**src/rtl/audio_conditioner.sv**
```systemverilog
`default_nettype none
// ============================================================================
// audio_conditioner : per-sample low-pass, DC removal and click-free gain ramp
// Revision 1.0
// ============================================================================
module audio_conditioner #(
  parameter int CE_DIV    = 833,
  parameter int LP_SHIFT  = 3,
  parameter int DC_SHIFT  = 10,
  parameter int RAMP_STEP = 1
) (
  input  logic        clk_sys,
  input  logic        reset,
  input  logic [15:0] audio_in,
  input  logic        mute,
  output logic [15:0] audio_out,
  output logic        sample_ce,
  output logic        muted
);

  localparam int c_div_w = $clog2(CE_DIV);
  localparam int c_dc_w  = 16 + DC_SHIFT;
  localparam logic [c_div_w-1:0] c_div_last = c_div_w'(CE_DIV - 1);
  localparam logic [8:0]         c_step     = 9'(RAMP_STEP);
  localparam logic signed [16:0] c_hp_max   = 17'sd32767;
  localparam logic signed [16:0] c_hp_min   = -17'sd32768;

  logic [c_div_w-1:0] r_div;
  logic               r_s1;
  logic               r_s2;
  logic [23:0]        r_lp_acc;
  logic [c_dc_w-1:0]  r_dc_acc;
  logic signed [15:0] r_hp_sat;
  logic [8:0]         r_gain;

  logic               w_s0;
  logic signed [25:0] w_lp_diff;
  logic signed [25:0] w_lp_step;
  logic signed [25:0] w_lp_sum;
  logic [15:0]        w_lp;
  logic [15:0]        w_dc_old;
  logic signed [16:0] w_hp;
  logic signed [15:0] w_hp_sat;
  logic [9:0]         w_gain_sum;
  logic [8:0]         w_gain_next;
  logic signed [24:0] w_prod;
  logic               w_unused;

  assign w_s0 = (r_div == c_div_last);

  // lp_acc carries 8 fractional bits; the 26-bit signed difference cannot overflow
  assign w_lp_diff = $signed({2'b00, audio_in, 8'h00}) - $signed({2'b00, r_lp_acc});
  assign w_lp_step = w_lp_diff >>> LP_SHIFT;
  assign w_lp_sum  = $signed({2'b00, r_lp_acc}) + w_lp_step;
  assign w_lp      = r_lp_acc[23:8];

  assign w_dc_old = r_dc_acc[c_dc_w-1:DC_SHIFT];
  assign w_hp     = $signed({1'b0, w_lp}) - $signed({1'b0, w_dc_old});

  always_comb begin
    w_hp_sat = w_hp[15:0];
    if (w_hp > c_hp_max) begin
      w_hp_sat = 16'sh7FFF;
    end else if (w_hp < c_hp_min) begin
      w_hp_sat = 16'sh8000;
    end
  end

  // Gain saturates at both ends so a reversal mid-ramp continues from the current value
  assign w_gain_sum = {1'b0, r_gain} + {1'b0, c_step};

  always_comb begin
    w_gain_next = r_gain;
    if (mute) begin
      w_gain_next = (r_gain > c_step) ? (r_gain - c_step) : 9'd0;
    end else begin
      w_gain_next = (w_gain_sum > 10'd256) ? 9'd256 : w_gain_sum[8:0];
    end
  end

  assign w_prod   = 25'(r_hp_sat) * $signed({16'h0000, r_gain});
  assign w_unused = &{1'b0, w_lp_sum[25:24], w_prod[24], w_prod[7:0]};

  always_ff @(posedge clk_sys) begin
    if (reset) begin
      r_div     <= '0;
      r_s1      <= 1'b0;
      r_s2      <= 1'b0;
      r_lp_acc  <= 24'h800000;
      r_dc_acc  <= {16'h8000, {DC_SHIFT{1'b0}}};
      r_hp_sat  <= '0;
      r_gain    <= 9'd256;
      audio_out <= '0;
      sample_ce <= 1'b0;
      muted     <= 1'b0;
    end else begin
      r_div     <= w_s0 ? '0 : r_div + c_div_w'(1);
      r_s1      <= w_s0;
      r_s2      <= r_s1;
      sample_ce <= r_s2;
      if (w_s0) begin
        r_lp_acc <= w_lp_sum[23:0];
      end
      if (r_s1) begin
        r_hp_sat <= w_hp_sat;
        r_dc_acc <= r_dc_acc + c_dc_w'(w_lp) - c_dc_w'(w_dc_old);
      end
      if (r_s2) begin
        audio_out <= w_prod[23:8];
        r_gain    <= w_gain_next;
        muted     <= (w_gain_next == 9'd0);
      end
    end
  end

endmodule
`default_nettype wire

```
**config.mk**
```make
export PLATFORM = sky130hd
export DESIGN_NAME = audio_conditioner
export DESIGN_NICKNAME = d
export VERILOG_FILES = /design/src/rtl/audio_conditioner.sv
export SDC_FILE = /design/constraint.sdc
export NUM_CORES = 1
export LEC_CHECK = 0
export BUFFER_PORTS_ARGS = -buffer_cell sky130_fd_sc_hd__buf_4
export CAP_MARGIN = 30
export CORE_ASPECT_RATIO = 0.75
export CORE_MARGIN = 4
export CORE_UTILIZATION = 58
export DETAILED_ROUTE_END_ITERATION = 10
export PLACE_DENSITY_LB_ADDON = 0.1
export SLEW_MARGIN = 15
export SYNTH_ARGS = -nofsm -noshare
export SYNTH_HDL_FRONTEND = slang
export SYNTH_SLANG_ARGS = --single-unit
```
**constraint.sdc**
```tcl
create_clock -name clk_sys -period 14.1 [get_ports clk_sys]
set_clock_uncertainty 0.1 [all_clocks]
set_input_delay 0.705 -clock clk_sys [delete_from_list [all_inputs] [get_ports clk_sys]]
set_output_delay 0.705 -clock clk_sys [all_outputs]
set_load 0.03 [all_outputs]
```
==> results of run 1 <==
==> cell type report <==
class / count / area, sq um / share of cell area [%]
sequential: 105 / 2100 / 14.9
timing repair buffer: 45 / 345 / 2.45
multi-input combinational: 1223 / 10000 / 71.4
clock buffer: 9 / 225 / 1.60
inverter: 246 / 923 / 6.56
clock inverter: 7 / 60.1 / 0.427
tap: 294 / 368 / 2.61
==> sequential cells by signal, summed over array words and instances (netlist names) <==
name and cells:
r_lp_acc 24, r_s2 1, r_s1 1, muted 1, r_div 10, r_hp_sat 16
sample_ce 1, audio_out 16, r_gain 9, r_dc_acc 26
==> worst min path at each step <==
stage / start / end / slack, ns / cells past startpoint
2_1_floorplan: r_div[0] / r_div[0] / 0.34 / 1
3_3_place_gp: audio_out[8] / audio_out[8] / 0.35 / 2
3_5_place_dp: audio_out[7] / audio_out[7] / 0.36 / 2
4_1_cts: audio_out[7] / audio_out[7] / 0.37 / 2
5_1_grt: audio_out[8] / audio_out[8] / 0.40 / 2
6_report: audio_out[7] / audio_out[7] / 0.37 / 2
==> routing by layer <==
metal | up-vias | share of wire, %
li1 | 5466 | -
met1 | 5375 | 52
met2 | 317 | 41
met3 | 27 | 6.1
met4 | 0 | 0.96
met5 | - | 0
==> worst reg2reg max path, stage by stage, from the launching register on <==
cell and delay [ns]:
dfxtp_1 0.94, nand2_1 0.17, fa_1 0.54, inv_1 0.05, fa_1 0.46, fa_1 0.52, fa_1 0.55, inv_1 0.05
fa_1 0.52, inv_1 0.05, ha_1 0.33, a21o_1 0.19, a21oi_1 0.18, nor4b_2 0.27, a21oi_1 0.26, a221oi_2 0.47
o211ai_1 0.29, a211o_1 0.35, a32o_1 0.24
==> where the power goes <==
part	switching, W	internal (W)
Clock	0.000139	0.000124
Combinational	0.0000325	0.0000228
Sequential	0.000000872	0.000297
==> synthesized netlist by cell type (all sizes together) (38+ instances only) <==
library cell    n  area (sq um)
inv           245           920
nand2         168           631
ha            135          1690
fa            132          2640
nor2          114           428
dfxtp         105          2100
a21oi          83           415
o21ai          74           370
and2           70           438
xnor2          52           455
clkbuf         50           188
nor3           38           190
==> stage by stage <==
| step | utilization (%) | total power [W] | worst slack (ns) | area (sq um) | hold WS [ns] |
|---|---|---|---|---|---|
| finish | 63.0 | 0.000616 | 7.47 | 14100 | 0.366 |
| detailed placement | 61.6 | 0.000359 | 7.46 | 13800 | 0.356 |
| global route | 63.0 | 0.000638 | 7.03 | 14100 | 0.401 |
| floorplan | - | 0.000345 | 7.93 | 13300 | 0.337 |
| global placement | 61.6 | 0.000358 | 7.62 | 13800 | 0.351 |
| CTS | 62.9 | 0.000621 | 7.43 | 14100 | 0.367 |
==> kinds of logic after synthesis <==
family | Yosys count | synth area share (%)
adder cells (fa/ha/maj) | 267 | 32.5
buffers and inverters | 313 | 8.89
AND/OR/NAND/NOR | 518 | 18.9
XOR/XNOR | 77 | 5.06
multiplexers | 20 | 1.51
flip-flops | 105 | 15.8
AO/OA/AOI/OAI | 341 | 17.3
==> results.json, run 1 <==
{
  "status": "completed",
  "slew_violations": 0,
  "rsz0062_at_grt": "no",
  "grt_pass1_vias": 10800,
  "crit_path_end": "audio_out[14]",
  "avgViaCountPerCell": 5.80,
  "holdBufCountCts": 0,
  "reg2reg_depth": 18,
  "portBuffers": 36,
  "worstPathCellList": "nand2_1 -> fa_1 -> inv_1 -> fa_1 -> fa_1 -> fa_1 -> inv_1 -> fa_1 -> inv_1 -> ha_1 -> a21o_1 -> a21oi_1 -> nor4b_2 -> a21oi_1 -> a221oi_2 -> o211ai_1 -> a211o_1 -> a32o_1",
  "finalNetCount": 1916,
  "cp_max_fo": 29,
  "critPathSlowestCell": "dfxtp_1",
  "relSlewSlack_pct": 35.7,
  "p_leak_nw": 6.66,
  "ys_warn_count": 0,
  "cts_tree": "built",
  "avgSynthCellArea_sq_um": 8.13,
  "wl_per_cell_um": 16.9,
  "drtAntennaViolNets": 0,
  "nFillCells": 1983,
  "timing.rr.start": "r_gain[5]",
  "path_buf_inv": 3,
  "worstPathArrival_ns": 6.80,
  "ys_seq_area_share_pct": 15.8,
  "dr.pass1.iters": 5,
  "setup_violations": 0,
  "drive_above_1_share_pct": 4.71,
  "setup.worst_path.start": "r_gain[5]",
  "ys_ff_latch": 105,
  "drt-initial-drc-count": 780,
  "pin_count": 37,
  "synth_top_flop_cell": "dfxtp_1",
  "path_delay_family": "adder cells",
  "row_count": 47,
  "finalCriticalPeriod_ns": 6.63,
  "dp.cells": 1912,
  "maxCapViolCount": 0,
  "fmaxAchievable_mhz": 151,
  "fin_setup_tns_ns": 0,
  "numCtsBuffers": 9,
  "grt_use_met2_pct": 37.3,
  "grtUsageTotal_pct": 26.3,
  "drc": 0,
  "cts_resized": 0,
  "crit_path_end_kind": "flop",
  "clk_path_buf_depth": 2,
  "core-area_sq_um": 22300,
  "syn_inst": 1641,
  "gp_congestion": 0.905,
  "rrSetupSlack_ns": 7.47,
  "die_y_um": 139,
  "slowest_delay_ns": 0.94,
  "busiest_layer": "met1",
  "crit_cells": 18,
  "routed_wl_mm": 32.5,
  "async_reset_ff_share_pct": 0,
  "via_count": 11200,
  "power_density_nw_per_um2": 43.8,
  "dp_hpwl_mm": 25.5,
  "worstSetupPathType": "flop to flop",
  "start_util_pct": 59.7,
  "grt_use_met3_pct": 4.28,
  "final_common_cell": "inv_1",
  "cp.required_ns": 14.28,
  "cts_root_buf": "clkbuf_16",
  "final_cells": 1929,
  "gr-total-overflow": 0,
  "num_antenna_cells": 0,
  "fin_crit_sh_pct": 47.0,
  "die_area_sq_um": 25500,
  "clk_latency_ns": 0.37,
  "antenna_found_initial": 0,
  "cts_setup_buffers": 0,
  "grt_max_degree": 41,
  "numClockSinks": 105,
  "synth_area_sq_um": 13300,
  "met1_usage_pct": 42.3,
  "peakVddDrop_mv": 0.0609,
  "die_w_um": 183,
  "hold_viol_final": 0,
  "worstHoldPathType": "flop to flop",
  "grt_pass1_wl_mm": 55.1,
  "area_growth_syn_to_layout_pct": 5.52,
  "clk_pin_slew_worst_paths_ns": 0.08,
  "crit_top_cell": "fa_1",
  "synth_fp_nets": 1927,
  "final_cell_mix": "245 x inv_1, 168 x nand2_1, 135 x ha_1",
  "crit_path_start_kind": "flop",
  "cts_max_level": 3,
  "worstMarginPinSlew_ns": 0.964,
  "r2r-end": "audio_out[14]",
  "synth_edf_count": 0,
  "synth_cell_types": 74
}
(Power assumes the default switching activity.)
==> run 2: changes to the inputs <==
==> constraint.sdc (replaced) <==
create_clock -name clk_sys -period 6.3 [get_ports clk_sys]
set_clock_uncertainty 0.1 [all_clocks]
set_input_delay 0.315 -clock clk_sys [delete_from_list [all_inputs] [get_ports clk_sys]]
set_output_delay 0.315 -clock clk_sys [all_outputs]
set_load 0.03 [all_outputs]
==> run 2 against run 1 <==
Effect of this change: cell area rose by 0.92%; critical path depth did not move; via count fell by 0.43%; critical endpoint unchanged; global-route usage rose by 0.069 points; total power rose by 120%; worst hold slack got worse by 0.12 ns; final cell count rose by 0.83%; sequential cell count did not move; critical path type unchanged; non-clock buffer count rose by 16.
==> results.json, run 2 (same netlist as run 1, synthesis figures left out) <==
{
  "status": "completed",
  "relSlewSlack_pct": 39.5,
  "reg2reg_depth": 18,
  "critPathSlowestCell": "fa_1",
  "final_common_cell": "inv_1",
  "power_density_nw_per_um2": 95.4,
  "crit_path_start_kind": "flop",
  "p_int_w": 0.000988,
  "cp_max_fo": 23,
  "crit_top_cell": "fa_1",
  "drtAntennaViolNets": 0,
  "crit_path_end_kind": "flop",
  "gr-total-overflow": 0,
  "via_count": 11100,
  "cts_tree": "built",
  "final_design_area_no_fill_sq_um": 14200,
  "pin_count": 37,
  "die_area_sq_um": 25500,
  "reg.largest.list": "r_dc_acc: 26 flops, r_lp_acc: 24 flops",
  "drc": 0,
  "pwr-share-clk_pct": 41.7,
  "numClockSinks": 105,
  "drive_above_1_share_pct": 5.94,
  "num_antenna_cells": 0,
  "holdBufCountCts": 0,
  "slew_violations": 0,
  "worstHoldPathType": "input port to flop",
  "cp.required_ns": 6.46,
  "die_w_um": 183,
  "largest_reg_flops": 26,
  "fin_crit_sh_pct": 95.1,
  "row_count": 47,
  "finalCriticalPeriod_ns": 5.99,
  "timing.rr.start": "r_gain[5]",
  "antenna_found_initial": 0,
  "worstPathCellList": "buf_4 -> nand2_1 -> fa_1 -> inv_1 -> fa_1 -> fa_1 -> fa_1 -> inv_1 -> fa_1 -> inv_1 -> ha_1 -> a21oi_1 -> nor4b_2 -> a21oi_2 -> a221oi_4 -> o211ai_1 -> a211o_1 -> a32o_1",
  "maxCapViolCount": 0,
  "portBuffers": 36,
  "wl_per_cell_um": 16.9,
  "cts_root_buf": "clkbuf_16",
  "dr.pass1.iters": 5,
  "postLayoutCoreUtil_pct": 63.5,
  "grtUsageTotal_pct": 26.3,
  "p_sw_share_pct": 27.1,
  "die_y_um": 139,
  "worstMarginPinSlew_ns": 0.902,
  "clk_latency_ns": 0.37,
  "p_leak_nw": 6.74,
  "fin_setup_tns_ns": 0,
  "top_register": "r_dc_acc",
  "rrSetupSlack_ns": 0.31,
  "worstPathArrival_ns": 6.16,
  "finalNetCount": 1932,
  "rsz0062_at_grt": "no",
  "peakVddDrop_mv": 0.134,
  "slowest_delay_ns": 0.55,
  "grt_pass1_vias": 10700,
  "avgViaCountPerCell": 5.73,
  "power.switching_w": 0.000367,
  "worstSetupPathType": "flop to flop",
  "gp_congestion": 0.924,
  "setup_violations": 0,
  "area_growth_syn_to_layout_pct": 6.48,
  "place_area_sq_um": 13900,
  "routed_wl_mm": 32.9,
  "nFillCells": 1992,
  "p_seq_share_pct": 49.2,
  "crit_path_end": "audio_out[14]",
  "p_total_w": 0.00136,
  "final_cell_mix": "245 x inv_1, 168 x nand2_1, 135 x ha_1",
  "clk_path_buf_depth": 2,
  "drt-initial-drc-count": 879,
  "clk_pin_slew_worst_paths_ns": 0.08,
  "dp_hpwl_mm": 26.3,
  "hold_viol_final": 0,
  "start_util_pct": 59.7,
  "combPwrFrac_pct": 9.2,
  "setup.worst_path.start": "r_gain[5]",
  "numCtsBuffers": 9,
  "grt_pass1_wl_mm": 55.1,
  "cts_max_level": 3,
  "r2r-end": "audio_out[14]",
  "grt_max_degree": 50,
  "fmaxAchievable_mhz": 167,
  "core-area_sq_um": 22300
}
[run 2: area by class of cell]
cell class,count,area [sq um],share of cell area [%]
Clock buffer,9,225,1.59
Clock inverter,7,52.6,0.370
Inverter,246,923,6.50
Multi-Input combinational cell,1223,10100,70.9
Sequential cell,105,2110,14.8
Tap cell,294,368,2.59
Timing Repair Buffer,61,462,3.25
[run 2: critical path, delay by kind of cell, from the launching register on]
kind                     cells  cell delay [ns]
AND/OR/NAND/NOR              2             0.44
AO/OA/AOI/OAI                6             1.60
buffers and inverters        4             0.44
flip-flops                   1             0.41
adder cells (fa/ha/maj)      6             2.90
[run 2: stage by stage]
step           hold slack (ns)  instances  setup WS [ns]
3_5_place_dp             0.357       1928         0.0524
4_1_cts                  0.232       1944         0.0242
6_report                 0.241       1945          0.308
2_1_floorplan            0.337       1641          0.132
5_1_grt                  0.254       1945         0.0137
3_3_place_gp             0.354       1928          0.298
[run 2: worst min-delay path by stage]
stage	start	to	slack, ns	cells past startpoint
2_1_floorplan	r_div[0]	r_div[0]	0.34	1
3_3_place_gp	audio_out[8]	audio_out[8]	0.35	2
3_5_place_dp	audio_out[8]	audio_out[8]	0.36	2
4_1_cts	reset	r_dc_acc[11]	0.23	2
5_1_grt	reset	r_dc_acc[11]	0.25	2
6_report	reset	r_dc_acc[11]	0.24	2
[run 2: power by group through the flow]
stage | clock network [W] | logic [W] | registers (W)
final | 0.000565 | 0.000124 | 0.000666
after global routing | 0.000603 | 0.000138 | 0.000667
after CTS | 0.000579 | 0.000122 | 0.000666
after detailed placement | 0 | 0.000122 | 0.000682
after global placement | 0 | 0.000119 | 0.000682
after floorplan | 0 | 0.0000895 | 0.000682
[run 2: what timing repair did]
item	in CTS	in global routing
buffers inserted	0	1
gates resized for setup	0	7
endpoints found under the setup margin	0	3
[run 2: layer usage]
layer  share of wire, %  GRT usage [%]  wire length [um]
met1                 50           41.5             16500
met2                 41           37.2             13300
met3                8.0           6.03              2640
met4                1.1           4.39               352
met5                  0              0                 0
==> run 3: changes to the inputs <==
--- a/config.mk
+++ b/config.mk
@@ -10,8 +10,10 @@
 export CORE_ASPECT_RATIO = 0.75
 export CORE_MARGIN = 4
 export CORE_UTILIZATION = 58
+export CTS_CLUSTER_DIAMETER = 80
 export DETAILED_ROUTE_END_ITERATION = 10
 export PLACE_DENSITY_LB_ADDON = 0.1
+export REMOVE_ABC_BUFFERS = 1
 export SLEW_MARGIN = 15
 export SYNTH_ARGS = -nofsm -noshare
 export SYNTH_HDL_FRONTEND = slang
==> run 3 against run 2 <==
Effect of this change: worst setup slack worse by 0.0041 ns; final cell count decreased by 0.10%; sequential cell count unchanged.
==> results.json, run 3 (same netlist as run 1, synthesis figures left out) <==
{
  "crit_cells": 19,
  "die_w_um": 183,
  "numClockSinks": 105,
  "whs_ns": 0.233,
  "grt_pass1_wl_mm": 54.2,
  "via_count": 11200,
  "hold_viol_final": 0,
  "grt_max_degree": 49,
  "nFillCells": 2002,
  "antenna_found_initial": 0,
  "core-area_sq_um": 22300,
  "drtAntennaViolNets": 0,
  "setup_violations": 0,
  "reg2reg_depth": 19,
  "path_delay_family": "adder cells",
  "crit_top_cell": "fa_1",
  "min_from": "reset",
  "wl_per_cell_um": 16.7,
  "die_y_um": 139,
  "area_growth_syn_to_layout_pct": 6.70,
  "worstPathCellList": "buf_4 -> nand2_1 -> fa_1 -> inv_1 -> fa_1 -> fa_1 -> fa_1 -> inv_1 -> fa_1 -> inv_1 -> ha_1 -> nor3_1 -> a211oi_1 -> a21oi_1 -> a21oi_2 -> a221oi_4 -> o211ai_1 -> a211o_1 -> a32o_1",
  "worstMarginPinSlew_ns": 0.898,
  "avgViaCountPerCell": 5.76,
  "cp_max_fo": 11,
  "grt_pass1_vias": 10700,
  "cp.required_ns": 6.46,
  "final_cells": 1943,
  "dp_hpwl_mm": 25.9,
  "num_antenna_cells": 0,
  "rsz0062_at_grt": "no",
  "cts_setup_buffers": 0,
  "reg.largest.list": "r_dc_acc: 26 flops, r_lp_acc: 24 flops",
  "top_register": "r_dc_acc",
  "finalNetCount": 1930,
  "holdBufCountCts": 0,
  "relSlewSlack_pct": 39.7,
  "maxCapViolCount": 0,
  "crit_path_end_kind": "flop",
  "p_leak_nw": 6.74,
  "clk_pin_slew_worst_paths_ns": 0.08,
  "finalCriticalPeriod_ns": 6.00,
  "largest_reg_flops": 26,
  "slew_violations": 0,
  "row_count": 47,
  "worstHoldPathType": "input port to flop",
  "postLayoutCoreUtil_pct": 63.7,
  "drc": 0,
  "worst_hold_path.num_cells": 2,
  "routed_wl_mm": 32.5,
  "pin_count": 37,
  "cts_root_buf": "clkbuf_16",
  "cts_tree": "built",
  "cts_resized": 0,
  "dp.cells": 1927,
  "peakVddDrop_mv": 0.138,
  "final_cell_mix": "245 x inv_1, 168 x nand2_1, 135 x ha_1",
  "cts_max_level": 3,
  "fin_crit_sh_pct": 95.2,
  "worst_slack_ns": 0.304,
  "crit_path_start_kind": "flop",
  "dr.pass1.iters": 6,
  "worstSetupPathType": "flop to flop",
  "gr-total-overflow": 0,
  "portBuffers": 36,
  "place_worst_setup_slack_ns": 0.117,
  "start_util_pct": 59.7,
  "timing.rr.start": "r_gain[6]",
  "clk_latency_ns": 0.37,
  "grtUsageTotal_pct": 25.8,
  "fmaxAchievable_mhz": 167,
  "seq_area_sq_um": 2110,
  "fin_setup_tns_ns": 0,
  "power_density_nw_per_um2": 100,
  "clk_path_buf_depth": 2,
  "drt-initial-drc-count": 892,
  "die_area_sq_um": 25500,
  "status": "completed",
  "critPathSlowestCell": "fa_1",
  "final_common_cell": "inv_1",
  "path_buf_inv": 4,
  "drive_above_1_share_pct": 5.76,
  "setup.worst_path.start": "r_gain[6]",
  "gp_congestion": 0.896,
  "numCtsBuffers": 9,
  "multi_input_area_sq_um": 10100,
  "worstPathArrival_ns": 6.16,
  "slowest_delay_ns": 0.56
}
## run 3: path summary, 6_finish.rpt
path	slack, ns	end
setup reg to reg	0.30	audio_out[14]
hold / removal	0.23	audio_out[11]
hold reg to reg	0.37	audio_out[8]
setup / recovery	0.30	audio_out[14]
## run 3: where the power goes
part	leakage [nW]	internal [W]	total, W	switching [W]
Clock	0.149	0.000351	0.000636	0.000285
Combinational	5.75	0.0000511	0.000124	0.0000726
Sequential	0.848	0.000664	0.000666	0.00000180
Total	6.74	0.00107	0.00143	0.000360
## run 3: area by class of cell
type,instances,share of cell area (%)
Timing Repair Buffer,59,3.14
Tap cell,294,2.59
Inverter,246,6.49
Clock inverter,6,0.651
Sequential cell,105,14.8
Clock buffer,10,1.61
Multi-Input combinational cell,1223,70.7
## run 3: worst reg2reg max path, cell delays in order (launching register included)
cell      delay, ns
dfxtp_1        0.45
buf_4          0.23
nand2_1        0.09
fa_1           0.54
inv_1          0.05
fa_1           0.48
fa_1           0.53
fa_1           0.56
inv_1          0.06
fa_1           0.52
inv_1          0.04
ha_1           0.35
nor3_1         0.22
a211oi_1       0.10
a21oi_1        0.25
a21oi_2        0.12
a221oi_4       0.34
o211ai_1       0.27
a211o_1        0.35
a32o_1         0.24
## run 3: stage by stage
stage / instance area, sq um / total power, W
finish: 14200 / 0.00143
CTS: 14200 / 0.00144
detailed placement: 13900 / 0.000803
floorplan: 13100 / 0.000763
global placement: 13900 / 0.000800
global route: 14200 / 0.00147
## run 3: layer usage
metal	vias up	GRT usage, %	part of all wire (%)
li1	5495	-	-
met1	5294	40.5	50
met2	361	37.1	42
met3	45	4.59	7.4
met4	0	5.21	1.3
met5	-	0	0
